==> config.mk <==
export PLATFORM = sky130hd
export DESIGN_NAME = alu_share_arbiter_flat
export DESIGN_NICKNAME = d
export VERILOG_FILES = /design/src/rtl/alu_share_arbiter_if.sv /design/src/rtl/alu_share_arbiter.sv /design/src/flat_wrapper.sv
export SDC_FILE = /design/constraint.sdc
export NUM_CORES = 1
export LEC_CHECK = 0
export ABC_CLOCK_PERIOD_IN_PS = 3400
export CAP_MARGIN = 20
export CORE_MARGIN = 2
export CORE_UTILIZATION = 40
export CTS_CLUSTER_DIAMETER = 80
export CTS_CLUSTER_SIZE = 14
export DETAILED_ROUTE_END_ITERATION = 7
export GPL_TIMING_DRIVEN = 0
export HOLD_SLACK_MARGIN = 0.06
export PLACE_DENSITY = 0.95
export SYNTH_ARGS = -nofsm -noshare
export SYNTH_HDL_FRONTEND = slang
export SYNTH_SLANG_ARGS = --single-unit
==> constraint.sdc <==
create_clock -name clk -period 3.4 [get_ports clk]
set_clock_uncertainty 0.1 [all_clocks]
set_input_delay 0.68 -clock clk [delete_from_list [all_inputs] [get_ports clk]]
set_output_delay 0.68 -clock clk [all_outputs]
set_load 0.05 [all_outputs]
==> src/rtl/alu_share_arbiter_if.sv <==
// Request/response handshakes and ALU drive bus
// shared between the arbiter and its clients.
interface alu_share_arbiter_if #(
    parameter int W = 32
);
    logic         req0_valid;
    logic         req0_ready;
    logic [2:0]   req0_op;
    logic [W-1:0] req0_a;
    logic [W-1:0] req0_b;
    logic         req1_valid;
    logic         req1_ready;
    logic [2:0]   req1_op;
    logic [W-1:0] req1_a;
    logic [W-1:0] req1_b;
    logic         rsp0_valid;
    logic         rsp0_ready;
    logic         rsp1_valid;
    logic         rsp1_ready;
    logic [W-1:0] rsp_result;
    logic         rsp_flag;
    logic [W-1:0] alu_ina;
    logic [W-1:0] alu_inb;
    logic [2:0]   alu_control;
    logic         alu_flagwrite;
    logic [W-1:0] alu_result;
    logic         alu_flag;
    logic         busy;
    logic         grant_id;

    modport slave (
        input  req0_valid, req0_op, req0_a, req0_b,
        input  req1_valid, req1_op, req1_a, req1_b,
        input  rsp0_ready, rsp1_ready,
        input  alu_result, alu_flag,
        output req0_ready, req1_ready,
        output rsp0_valid, rsp1_valid,
        output rsp_result, rsp_flag,
        output alu_ina, alu_inb,
        output alu_control, alu_flagwrite,
        output busy, grant_id
    );

    modport master (
        output req0_valid, req0_op, req0_a, req0_b,
        output req1_valid, req1_op, req1_a, req1_b,
        output rsp0_ready, rsp1_ready,
        output alu_result, alu_flag,
        input  req0_ready, req1_ready,
        input  rsp0_valid, rsp1_valid,
        input  rsp_result, rsp_flag,
        input  alu_ina, alu_inb,
        input  alu_control, alu_flagwrite,
        input  busy, grant_id
    );
endinterface

==> src/rtl/alu_share_arbiter.sv <==
// Round-robin arbiter sharing one single-cycle ALU
// between two requesters: IDLE -> EXEC -> RESP.
module alu_share_arbiter #(
    parameter int W = 32
) (
    input  logic               clk,
    input  logic               rst,
    alu_share_arbiter_if.slave bus
);
    typedef enum logic [1:0] {
        S_IDLE,
        S_EXEC,
        S_RESP
    } state_t;

    state_t       r_state;
    logic         r_last;
    logic         r_grant;
    logic [2:0]   r_op;
    logic [W-1:0] r_a;
    logic [W-1:0] r_b;
    logic [W-1:0] r_result;

    logic w_any;
    logic w_win;
    logic w_take;
    logic w_done;

    assign w_any = bus.req0_valid | bus.req1_valid;

    // Contention goes to the port that did not win last time.
    assign w_win = (bus.req0_valid && bus.req1_valid)
                 ? ~r_last : bus.req1_valid;

    assign w_take = (r_state == S_IDLE) && !rst && w_any;
    assign w_done = r_grant ? bus.rsp1_ready : bus.rsp0_ready;

    assign bus.req0_ready = w_take && !w_win;
    assign bus.req1_ready = w_take && w_win;

    assign bus.rsp0_valid = (r_state == S_RESP) && !r_grant;
    assign bus.rsp1_valid = (r_state == S_RESP) && r_grant;
    assign bus.rsp_result = r_result;
    assign bus.rsp_flag   = bus.alu_flag;

    assign bus.alu_ina     = r_a;
    assign bus.alu_inb     = r_b;
    assign bus.alu_control = r_op;

    // Suppressed under reset so an aborted sub never touches the flag.
    assign bus.alu_flagwrite = (r_state == S_EXEC) && !rst
                             && (r_op == 3'b001);

    assign bus.busy     = (r_state != S_IDLE);
    assign bus.grant_id = r_grant;

    always_ff @(posedge clk) begin
        if (rst) begin
            r_state  <= S_IDLE;
            r_last   <= 1'b1;
            r_grant  <= 1'b0;
            r_op     <= 3'b000;
            r_a      <= '0;
            r_b      <= '0;
            r_result <= '0;
        end else begin
            case (r_state)
                S_IDLE: begin
                    if (w_any) begin
                        r_op    <= w_win ? bus.req1_op : bus.req0_op;
                        r_a     <= w_win ? bus.req1_a  : bus.req0_a;
                        r_b     <= w_win ? bus.req1_b  : bus.req0_b;
                        r_grant <= w_win;
                        r_last  <= w_win;
                        r_state <= S_EXEC;
                    end
                end
                S_EXEC: begin
                    r_result <= bus.alu_result;
                    r_state  <= S_RESP;
                end
                S_RESP: begin
                    if (w_done) begin
                        r_state <= S_IDLE;
                    end
                end
                default: r_state <= S_IDLE;
            endcase
        end
    end
endmodule
==> src/flat_wrapper.sv <==
// flat-port wrapper written by rule: the top's interface ports become plain ports
module alu_share_arbiter_flat 
#(
    parameter int W = 32
)
  (clk, rst, bus_req0_valid, bus_req0_op, bus_req0_a, bus_req0_b, bus_req1_valid, bus_req1_op, bus_req1_a, bus_req1_b, bus_rsp0_ready, bus_rsp1_ready, bus_alu_result, bus_alu_flag, bus_req0_ready, bus_req1_ready, bus_rsp0_valid, bus_rsp1_valid, bus_rsp_result, bus_rsp_flag, bus_alu_ina, bus_alu_inb, bus_alu_control, bus_alu_flagwrite, bus_busy, bus_grant_id);
  alu_share_arbiter_if #(.W(W)) bus_i ();
  input  logic clk;
  input  logic rst;
  input wire logic [$bits(bus_i.req0_valid)-1:0] bus_req0_valid;
  input wire logic [$bits(bus_i.req0_op)-1:0] bus_req0_op;
  input wire logic [$bits(bus_i.req0_a)-1:0] bus_req0_a;
  input wire logic [$bits(bus_i.req0_b)-1:0] bus_req0_b;
  input wire logic [$bits(bus_i.req1_valid)-1:0] bus_req1_valid;
  input wire logic [$bits(bus_i.req1_op)-1:0] bus_req1_op;
  input wire logic [$bits(bus_i.req1_a)-1:0] bus_req1_a;
  input wire logic [$bits(bus_i.req1_b)-1:0] bus_req1_b;
  input wire logic [$bits(bus_i.rsp0_ready)-1:0] bus_rsp0_ready;
  input wire logic [$bits(bus_i.rsp1_ready)-1:0] bus_rsp1_ready;
  input wire logic [$bits(bus_i.alu_result)-1:0] bus_alu_result;
  input wire logic [$bits(bus_i.alu_flag)-1:0] bus_alu_flag;
  output wire logic [$bits(bus_i.req0_ready)-1:0] bus_req0_ready;
  output wire logic [$bits(bus_i.req1_ready)-1:0] bus_req1_ready;
  output wire logic [$bits(bus_i.rsp0_valid)-1:0] bus_rsp0_valid;
  output wire logic [$bits(bus_i.rsp1_valid)-1:0] bus_rsp1_valid;
  output wire logic [$bits(bus_i.rsp_result)-1:0] bus_rsp_result;
  output wire logic [$bits(bus_i.rsp_flag)-1:0] bus_rsp_flag;
  output wire logic [$bits(bus_i.alu_ina)-1:0] bus_alu_ina;
  output wire logic [$bits(bus_i.alu_inb)-1:0] bus_alu_inb;
  output wire logic [$bits(bus_i.alu_control)-1:0] bus_alu_control;
  output wire logic [$bits(bus_i.alu_flagwrite)-1:0] bus_alu_flagwrite;
  output wire logic [$bits(bus_i.busy)-1:0] bus_busy;
  output wire logic [$bits(bus_i.grant_id)-1:0] bus_grant_id;
  assign bus_i.req0_valid = bus_req0_valid;
  assign bus_i.req0_op = bus_req0_op;
  assign bus_i.req0_a = bus_req0_a;
  assign bus_i.req0_b = bus_req0_b;
  assign bus_i.req1_valid = bus_req1_valid;
  assign bus_i.req1_op = bus_req1_op;
  assign bus_i.req1_a = bus_req1_a;
  assign bus_i.req1_b = bus_req1_b;
  assign bus_i.rsp0_ready = bus_rsp0_ready;
  assign bus_i.rsp1_ready = bus_rsp1_ready;
  assign bus_i.alu_result = bus_alu_result;
  assign bus_i.alu_flag = bus_alu_flag;
  assign bus_req0_ready = bus_i.req0_ready;
  assign bus_req1_ready = bus_i.req1_ready;
  assign bus_rsp0_valid = bus_i.rsp0_valid;
  assign bus_rsp1_valid = bus_i.rsp1_valid;
  assign bus_rsp_result = bus_i.rsp_result;
  assign bus_rsp_flag = bus_i.rsp_flag;
  assign bus_alu_ina = bus_i.alu_ina;
  assign bus_alu_inb = bus_i.alu_inb;
  assign bus_alu_control = bus_i.alu_control;
  assign bus_alu_flagwrite = bus_i.alu_flagwrite;
  assign bus_busy = bus_i.busy;
  assign bus_grant_id = bus_i.grant_id;
  alu_share_arbiter #(.W(W)) u_core (.clk(clk), .rst(rst), .bus(bus_i));
endmodule
==> metrics.cfg, run 1 <==
[power_and_ir_drop]
power.density_nw_per_um2 = 511
peakVddDrop_v = 0.000247
leakagePower_nw = 2.91

[routing]
drt_pass1_iterations = 5
drtAntennaViolNets = 0
via_per_inst = 5.32
drcViolationCount = 0
drt_iter0_drc = 258
wl_um = 17000
num_vias = 5230
wl_per_cell_um = 17.3

[cts]
cts_buffer_depth = 2
cts_tree = done
clock_sinks = 103
cts_root_buffer = clkbuf_16
numCtsBuffers = 9
clk_latency_ns = 0.32
clkTransAtPathRegs_ns = 0.08
cts-htree-levels = 3

[timing]
finalSetupViolCount = 0
fin_crit_ns = 3.27
tightest_slew_ns = 0.646
holdWs_ns = 0.355
max-slew-margin-rel = 0.569
period_share = 0.961
finalHoldViolations = 0
rsz0062_at_grt = false
finalMaxSlewViolations = 0
fin_tns_setup_ns = 0
max_freq_ghz = 0.306

[grt]
grt_pass1_vias = 5123
grt_max_degree = 18
grt_pass1_wl_um = 25000
antenna_found_initial = 0
overflow = 0
grtUsageTotal = 0.265

[run_status]
outcome = finished clean

[floorplan]
rows = 38
coreArea_sq_um = 10900
initial_utilization = 0.412
fp.dieArea_sq_um = 12100
die_w_um = 110
dieHeight_um = 110
io_pins = 280

[worst_setup_path]
critPathRequiredTime_ns = 2.62
crit_path_max_incr_delay_ns = 0.57
crit_buf_inv = 4
crit_arrival_ns = 2.49
cp_top_family = buffers and inverters
endpoint_kind = output port
start_kind = input pin
cp_cell_sequence = clkdlybuf4s50_1 > or2_1 > buf_4 > buf_2 > nand2_1 > nor3_1 > clkdlybuf4s15_2
path_max_fanout = 10
cp_slowest_cell = clkdlybuf4s50_1
worstSetupPathType = input pin to output port

[yosys]
ys_ff_latch = 103
ys_warn_count = 0
syn_nets = 723
avgSynthCellArea_sq_um = 8.20
synth_edf_count = 0
yosysSeqAreaShare = 0.457
synth_common_cells = nand2_1, dfxtp_1, a21oi_1, a311oi_1, buf_2
yosysMostFrequentCell = nand2_1
ys.flop_type = dfxtp_1
ys_types = 28
async_flop_share = 0
yosysTopAreaCellShare = 0.457
synth_top_area_cell = dfxtp_1
synthTopCellsByArea = dfxtp_1, nand2_1, a21oi_1
synth.cell_area_sq_um = 4510
synthCells = 550

[layout]
final_core_util = 0.710
fin_nets = 1011
fillers = 876
drive_gt1_frac = 0.0973
regArea_sq_um = 2060
fin_cells = 983
antenna_cells = 0
area_growth_pct = 72.3
multi_input_area_sq_um = 2100

[placed_design]
place.gp.congestion = 0.876
dp.cells = 967
dp_hpwl_um = 13000
port_buffers = 277

[run]
drv_cap = 0

[worst_hold_path]
hp-class = flip-flop to flip-flop

==> per-stage QoR <==
stage               total power [mW]  cell area, sq um  setup WS [ns]
floorplan                       2.30              4510         0.0974
global placement                2.86              7460         -0.275
detailed placement              2.89              7460         -0.307
CTS                             3.98              7770        0.00710
global route                    4.13              7770         0.0703
finish                          3.97              7770          0.131
==> cells in the final DEF (no fill, tap or decap), types with 4 or more instances in the layout <==
master and instances:
a21oi_1 101, a311oi_1 50, a311oi_2 17, buf_1 4
buf_2 27, buf_4 8, buf_6 7, clkbuf_1 11
clkbuf_16 9, clkdlybuf4s50_1 275, dfxtp_1 103, nand2_1 199
==> cell type report <==
| cell class | count | share of cell area |
|---|---|---|
| Timing Repair Buffer | 277 | 0.356 |
| Multi-Input combinational cell | 388 | 0.270 |
| Sequential cell | 103 | 0.265 |
| Buffer | 58 | 0.0445 |
| Clock buffer | 11 | 0.0325 |
| Tap cell | 140 | 0.0225 |
| Clock inverter | 5 | 0.00821 |
| Inverter | 1 | 0.000483 |
==> tightest hold or removal path: stages, from the launching register on <==
cell     delay (ns)
dfxtp_1        0.31
nand2_1        0.05
a21oi_1        0.05
==> cells by family after synthesis <==
kind of cell	Yosys count	share of synthesized area
simple gates	215	0.188
compound gates	172	0.274
flops	103	0.457
buf+inv	59	0.0774
mux	1	0.00222
==> where the power goes <==
group / leakage (nW) / switching (mW) / internal, mW / total (mW)
registers: 0.851 / 0.0811 / 1.34 / 1.42
clock network: 0.153 / 0.479 / 0.619 / 1.10
logic: 1.91 / 0.877 / 0.573 / 1.45
==> worst paths after layout <==
path	startpoint	to	slack, ns	cells after the start
worst max-delay path	bus_req0_valid	bus_req0_ready	0.13	7
worst min-delay path	u_core.bus.rsp_result[7]	u_core.bus.rsp_result[7]	0.36	2
worst max register to register	u_core.r_state[1]	u_core.bus.alu_inb[13]	1.59	6
worst min register to register	u_core.bus.rsp_result[7]	u_core.bus.rsp_result[7]	0.36	2
==> per-layer routing <==
metal | track usage | share of wire | vias up
met4 | 0.0875 | 0.020 | 0
li1 | - | - | 2509
met3 | 0.0817 | 0.098 | 26
met1 | 0.274 | 0.36 | 2452
met2 | 0.505 | 0.52 | 243
met5 | 0 | 0 | -
==> state kept, by name (all words and copies together) (netlist names) <==
name and count:
u_core.bus.alu_control 3, u_core.bus.alu_ina 32, u_core.bus.alu_inb 32, u_core.bus.grant_id 1
u_core.bus.rsp_result 32, u_core.r_last 1, u_core.r_state 2
==> what timing repair did <==
item | in CTS | in global routing
endpoints found under the hold margin | 0 | 0
buffers inserted | 0 | 0
hold buffers | 0 | 0
endpoints found under the setup margin | 2 | 1
gates cloned | 0 | 0
resized for setup | 5 | 3
Note: power is estimated with default switching activity, not from simulation.
==> run 2: changes to the inputs <==
- ABC_CLOCK_PERIOD_IN_PS: 3400 -> 2650
- CORE_UTILIZATION: 40 -> 34
- CTS_BUF_LIST: default -> sky130_fd_sc_hd__clkbuf_4 sky130_fd_sc_hd__clkbuf_8 sky130_fd_sc_hd__clkbuf_16
- PLACE_DENSITY: 0.95 -> 0.88
- clock period: 3.4 -> 2.65 ns (I/O delays scaled with it)
==> run 2 against run 1 <==
Compared with the run above:
- clock-buffer cell count grew 2
- non-clock buffer count grew 1
- combinational power grew 28%
- total power grew 25%
- final area grew 0.71%
- wire length shrank 3.6%
- largest power group unchanged
==> metrics.cfg, run 2 (synthesized netlist as in run 1, its figures left out) <==
[floorplan]
initial_utilization = 0.345
die_w_um = 119
rows = 42
io_pins = 280
fp.dieArea_sq_um = 14200
coreArea_sq_um = 13100
dieHeight_um = 119

[layout]
mostFrequentLayoutCell = clkdlybuf4s50_1
final_area_sq_um = 7820
mostFrequentLayoutCells = clkdlybuf4s50_1, nand2_1, dfxtp_1
drive_gt1_frac = 0.102
multi_input_area_sq_um = 2110
fillers = 1127
regArea_sq_um = 2060
area_growth_pct = 73.5
fin_nets = 1012

[cts]
clk_latency_ns = 0.34
cts_buffer_depth = 2
cts_root_buffer = clkbuf_16
clock_sinks = 103
cts-hold-fix-buffers = 0
clkTransAtPathRegs_ns = 0.07
cts_tree = done
cts-htree-levels = 3
numCtsBuffers = 9

[worst_setup_path]
critPathRequiredTime_ns = 2.02
crit_buf_inv = 4
crit_arrival_ns = 1.94
start_kind = input pin
worstSetupPathType = input pin to output port
cp-startpoint = bus_req1_valid
path_max_fanout = 10
regToRegStartpoint = u_core.r_state[1]
cp_top_family = buffers and inverters
cp_slowest_cell = clkdlybuf4s50_1
crit_path_max_incr_delay_ns = 0.52
cp_common_cell = buf_6
cp_cell_sequence = clkdlybuf4s50_1 > a21bo_1 > buf_6 > buf_4 > nor3_2 > buf_6
rrSetupSlack_ns = 0.95
endpoint_kind = output port

[power_and_ir_drop]
clkPwrFrac = 0.259
p_total_mw = 4.96
p_int_mw = 3.17
p_sw_mw = 1.80
pwr-share-seq = 0.366
power.density_nw_per_um2 = 634
peakVddDrop_v = 0.000309
switching_share = 0.362
leakagePower_nw = 2.93
p_comb_frac = 0.375

[routing]
drt_iter0_drc = 237
drt_pass1_iterations = 4
wl_um = 16400
num_vias = 5018
drcViolationCount = 0
wl_per_cell_um = 16.0
drtAntennaViolNets = 0
via_per_inst = 4.91

[timing]
period_share = 0.970
max-slew-margin-rel = 0.559
fin_crit_ns = 2.57
finalSetupViolCount = 0
rsz0062_at_grt = false
finalMaxSlewViolations = 0
max_freq_ghz = 0.389
tightest_slew_ns = 0.662
finalHoldViolations = 0

[grt]
antenna_found_initial = 1
grt_pass1_wl_um = 25600
grt_max_degree = 16
overflow = 0
grtUsageTotal = 0.227
grt_pass1_vias = 4938

[run_status]
outcome = finished clean

[run]
drv_cap = 0

[placed_design]
place.gp.congestion = 0.823
dp_hpwl_um = 12500
port_buffers = 277
dpl_cell_area_sq_um = 7510

[worst_hold_path]
hp-class = flip-flop to flip-flop
worstHoldStart = u_core.bus.rsp_result[12]

## run 2: cell types whose count changed in the layout (fill, tap and decap cells not counted), sizes merged, moves of 2 or more
| cell | before | now |
|---|---|---|
| buf | 47 | 49 |
| clkbuf | 23 | 25 |
| clkdlybuf4s50 | 275 | 272 |
| inv | 3 | 1 |
## run 2: power groups by stage
stage / logic (mW) / registers [mW] / clock network, mW
5_1_grt: 1.97 / 1.83 / 1.37
2_1_floorplan: 0.548 / 2.40 / 0
4_1_cts: 1.86 / 1.82 / 1.31
3_3_place_gp: 1.85 / 1.84 / 0
6_report: 1.86 / 1.82 / 1.29
3_5_place_dp: 1.86 / 1.85 / 0
## run 2: repair_timing
action / in CTS / in global routing
gates cloned: 0 / 0
resized for setup: 19 / 6
buffers inserted: 0 / 2
pin swaps: 1 / 1
setup endpoints to repair: 4 / 3
## run 2: worst reg2reg max path, cell delays in order, from the launching register on
cell and delay [ns]:
dfxtp_1 0.36, nor2_4 0.19, inv_2 0.08, nor2_2 0.26, buf_6 0.22, buf_4 0.23
a311oi_2 0.12
## run 2: cell type report
type | count | share of cell area
Sequential cell | 103 | 0.264
Timing Repair Buffer | 279 | 0.356
Antenna cell | 1 | 0.000320
Inverter | 1 | 0.000480
Clock inverter | 3 | 0.00224
Buffer | 57 | 0.0453
Clock buffer | 13 | 0.0342
Multi-Input combinational cell | 388 | 0.269
Tap cell | 176 | 0.0281
## run 2: through the flow
stage	setup TNS (ns)	utilization	cells	setup WS [ns]	hold slack (ns)
2_1_floorplan	-0.230	-	550	-0.115	0.416
3_3_place_gp	-1.60	0.574	1003	-0.747	0.341
3_5_place_dp	-1.66	0.574	1003	-0.771	0.347
4_1_cts	0	0.595	1018	0.0101	0.356
5_1_grt	0	0.598	1021	0.0141	0.376
6_report	0	0.598	1021	0.0803	0.353
## run 2: final timing paths
check,depth (start not counted),endpoint
max,6,bus_req1_ready
min,2,u_core.bus.rsp_result[12]
min reg2reg,2,u_core.bus.rsp_result[12]
max reg2reg,6,u_core.bus.alu_inb[14]
## run 2: layer usage
layer  GRT usage  vias up  share of wire
li1            -     2507              -
met1       0.266     2267           0.41
met2       0.388      215           0.48
met3      0.0680       29          0.086
met4      0.0930        0          0.027
met5           0        -              0
==> run 3: changes to the inputs <==
- CORE_UTILIZATION: 34 -> 30
- CTS_BUF_LIST: sky130_fd_sc_hd__clkbuf_4 sky130_fd_sc_hd__clkbuf_8 sky130_fd_sc_hd__clkbuf_16 -> default
- CTS_CLUSTER_SIZE: 14 -> 25
- PLACE_DENSITY: 0.88 -> 0.8
==> run 3 against run 2 <==
Compared with the run above:
- sequential power hardly changed
- largest cell class unchanged
- combinational power is essentially flat
- setup slack worse by 0.0014 ns
- critical path type is now flip-flop to output port
==> metrics.cfg, run 3 (synthesized netlist as in run 1, its figures left out) <==
[cts]
clock_sinks = 103
cts_root_buffer = clkbuf_16
clk_latency_ns = 0.34
cts-htree-levels = 3
cts_buffer_depth = 2
clkTransAtPathRegs_ns = 0.07
cts_tree = done
numCtsBuffers = 9
cts-hold-fix-buffers = 0

[placed_design]
place.gp.congestion = 0.862
place_ws_ns = -0.790
port_buffers = 277
dp_hpwl_um = 13100

[timing]
fin_crit_ns = 2.57
fin_ws_ns = 0.0789
fin_tns_setup_ns = 0
holdWs_ns = 0.352
period_share = 0.970
finalHoldViolations = 0
finalSetupViolCount = 0
rsz0062_at_grt = false
max_freq_ghz = 0.389
max-slew-margin-rel = 0.550
finalMaxSlewViolations = 0
tightest_slew_ns = 0.676

[routing]
drcViolationCount = 0
wl_um = 17200
wl_per_cell_um = 16.7
num_vias = 5110
drtAntennaViolNets = 0
drt_iter0_drc = 215
drt_pass1_iterations = 5
via_per_inst = 4.98

[worst_setup_path]
endpoint_kind = output port
critPathRequiredTime_ns = 2.02
worstSetupPathType = flip-flop to output port
crit_arrival_ns = 1.94
rrSetupSlack_ns = 0.78
rr_worst_depth = 7
path_max_fanout = 6
start_kind = flip-flop

[run]
drv_cap = 0

[grt]
antenna_found_initial = 0
grt_max_degree = 16
grt_pass1_vias = 5167
grtUsageTotal = 0.213
overflow = 0
grt_pass1_wl_um = 27000

[power_and_ir_drop]
p_comb_frac = 0.373
leakagePower_nw = 2.91
clkPwrFrac = 0.265
p_total_mw = 5.00
p_int_mw = 3.18
power.density_nw_per_um2 = 642
p_sw_mw = 1.82
peakVddDrop_v = 0.000373
pwr-share-seq = 0.363
switching_share = 0.364

[layout]
multi_input_area_sq_um = 2100
fin_nets = 1012
antenna_cells = 0
drive_gt1_frac = 0.0985
mostFrequentLayoutCells = clkdlybuf4s50_1, nand2_1, dfxtp_1
regArea_sq_um = 2060
area_growth_pct = 72.9
fillers = 1398
mostFrequentLayoutCell = clkdlybuf4s50_1

[floorplan]
fp.dieArea_sq_um = 16000
coreArea_sq_um = 14600
dieHeight_um = 127
die_w_um = 127
io_pins = 280
initial_utilization = 0.309
rows = 44

[worst_hold_path]
hp-class = flip-flop to flip-flop
worst_hold_path.num_cells = 2

[run_status]
outcome = finished clean

==> run 3: cell count changes in the layout (fill, tap and decap cells not counted), moves of 2 or more <==
| cell | change |
|---|---|
| buf_2 | +4 |
| buf_6 | -3 |
| clkbuf_1 | +3 |
| clkbuf_4 | -3 |
| clkbuf_8 | -2 |
==> run 3: critical path, stage by stage, from the launching register on <==
cell	delay, ns
dfxtp_1	0.44
nor2_4	0.09
buf_4	0.17
inv_2	0.08
clkdlybuf4s50_1	0.82
==> run 3: final cells by class <==
class | instances | share of cell area
Buffer | 57 | 0.0438
Tap cell | 184 | 0.0295
Clock inverter | 4 | 0.00610
Multi-Input combinational cell | 388 | 0.270
Timing Repair Buffer | 279 | 0.356
Clock buffer | 11 | 0.0299
Sequential cell | 103 | 0.265
Inverter | 1 | 0.000482
==> run 3: through the flow <==
step,cell area (sq um),utilization,std cells
finish,7790,0.534,1027
global route,7790,0.534,1027
CTS,7800,0.534,1027
detailed placement,7520,0.515,1011
global placement,7520,0.515,1011
floorplan,4510,-,550
==> run 3: path summary, 6_finish.rpt <==
kind	from	to
min reg2reg	u_core.bus.rsp_result[12]	u_core.bus.rsp_result[12]
max	u_core.r_state[0]	bus_busy
max reg2reg	u_core.r_state[0]	u_core.bus.alu_inb[14]
min	u_core.bus.rsp_result[12]	u_core.bus.rsp_result[12]
==> run 3: power groups by stage <==
stage | Combinational, mW | Clock, mW | Sequential [mW]
2_1_floorplan | 0.548 | 0 | 2.40
3_3_place_gp | 1.85 | 0 | 1.84
3_5_place_dp | 1.87 | 0 | 1.85
4_1_cts | 1.88 | 1.35 | 1.81
5_1_grt | 1.98 | 1.42 | 1.83
6_report | 1.87 | 1.32 | 1.81
==> run 3: what timing repair did <==
action	CTS	global route
setup buffers	2	0
pin swaps	1	0
setup endpoints to repair	3	1
resized for setup	17	3
==> run 3: per-layer routing <==
| metal | vias to the layer above | global-route usage | part of all wire |
|---|---|---|---|
| met3 | 42 | 0.0704 | 0.097 |
| met5 | - | 0 | 0 |
| met2 | 234 | 0.350 | 0.46 |
| met4 | 0 | 0.106 | 0.039 |
| li1 | 2508 | - | - |
| met1 | 2326 | 0.248 | 0.40 |
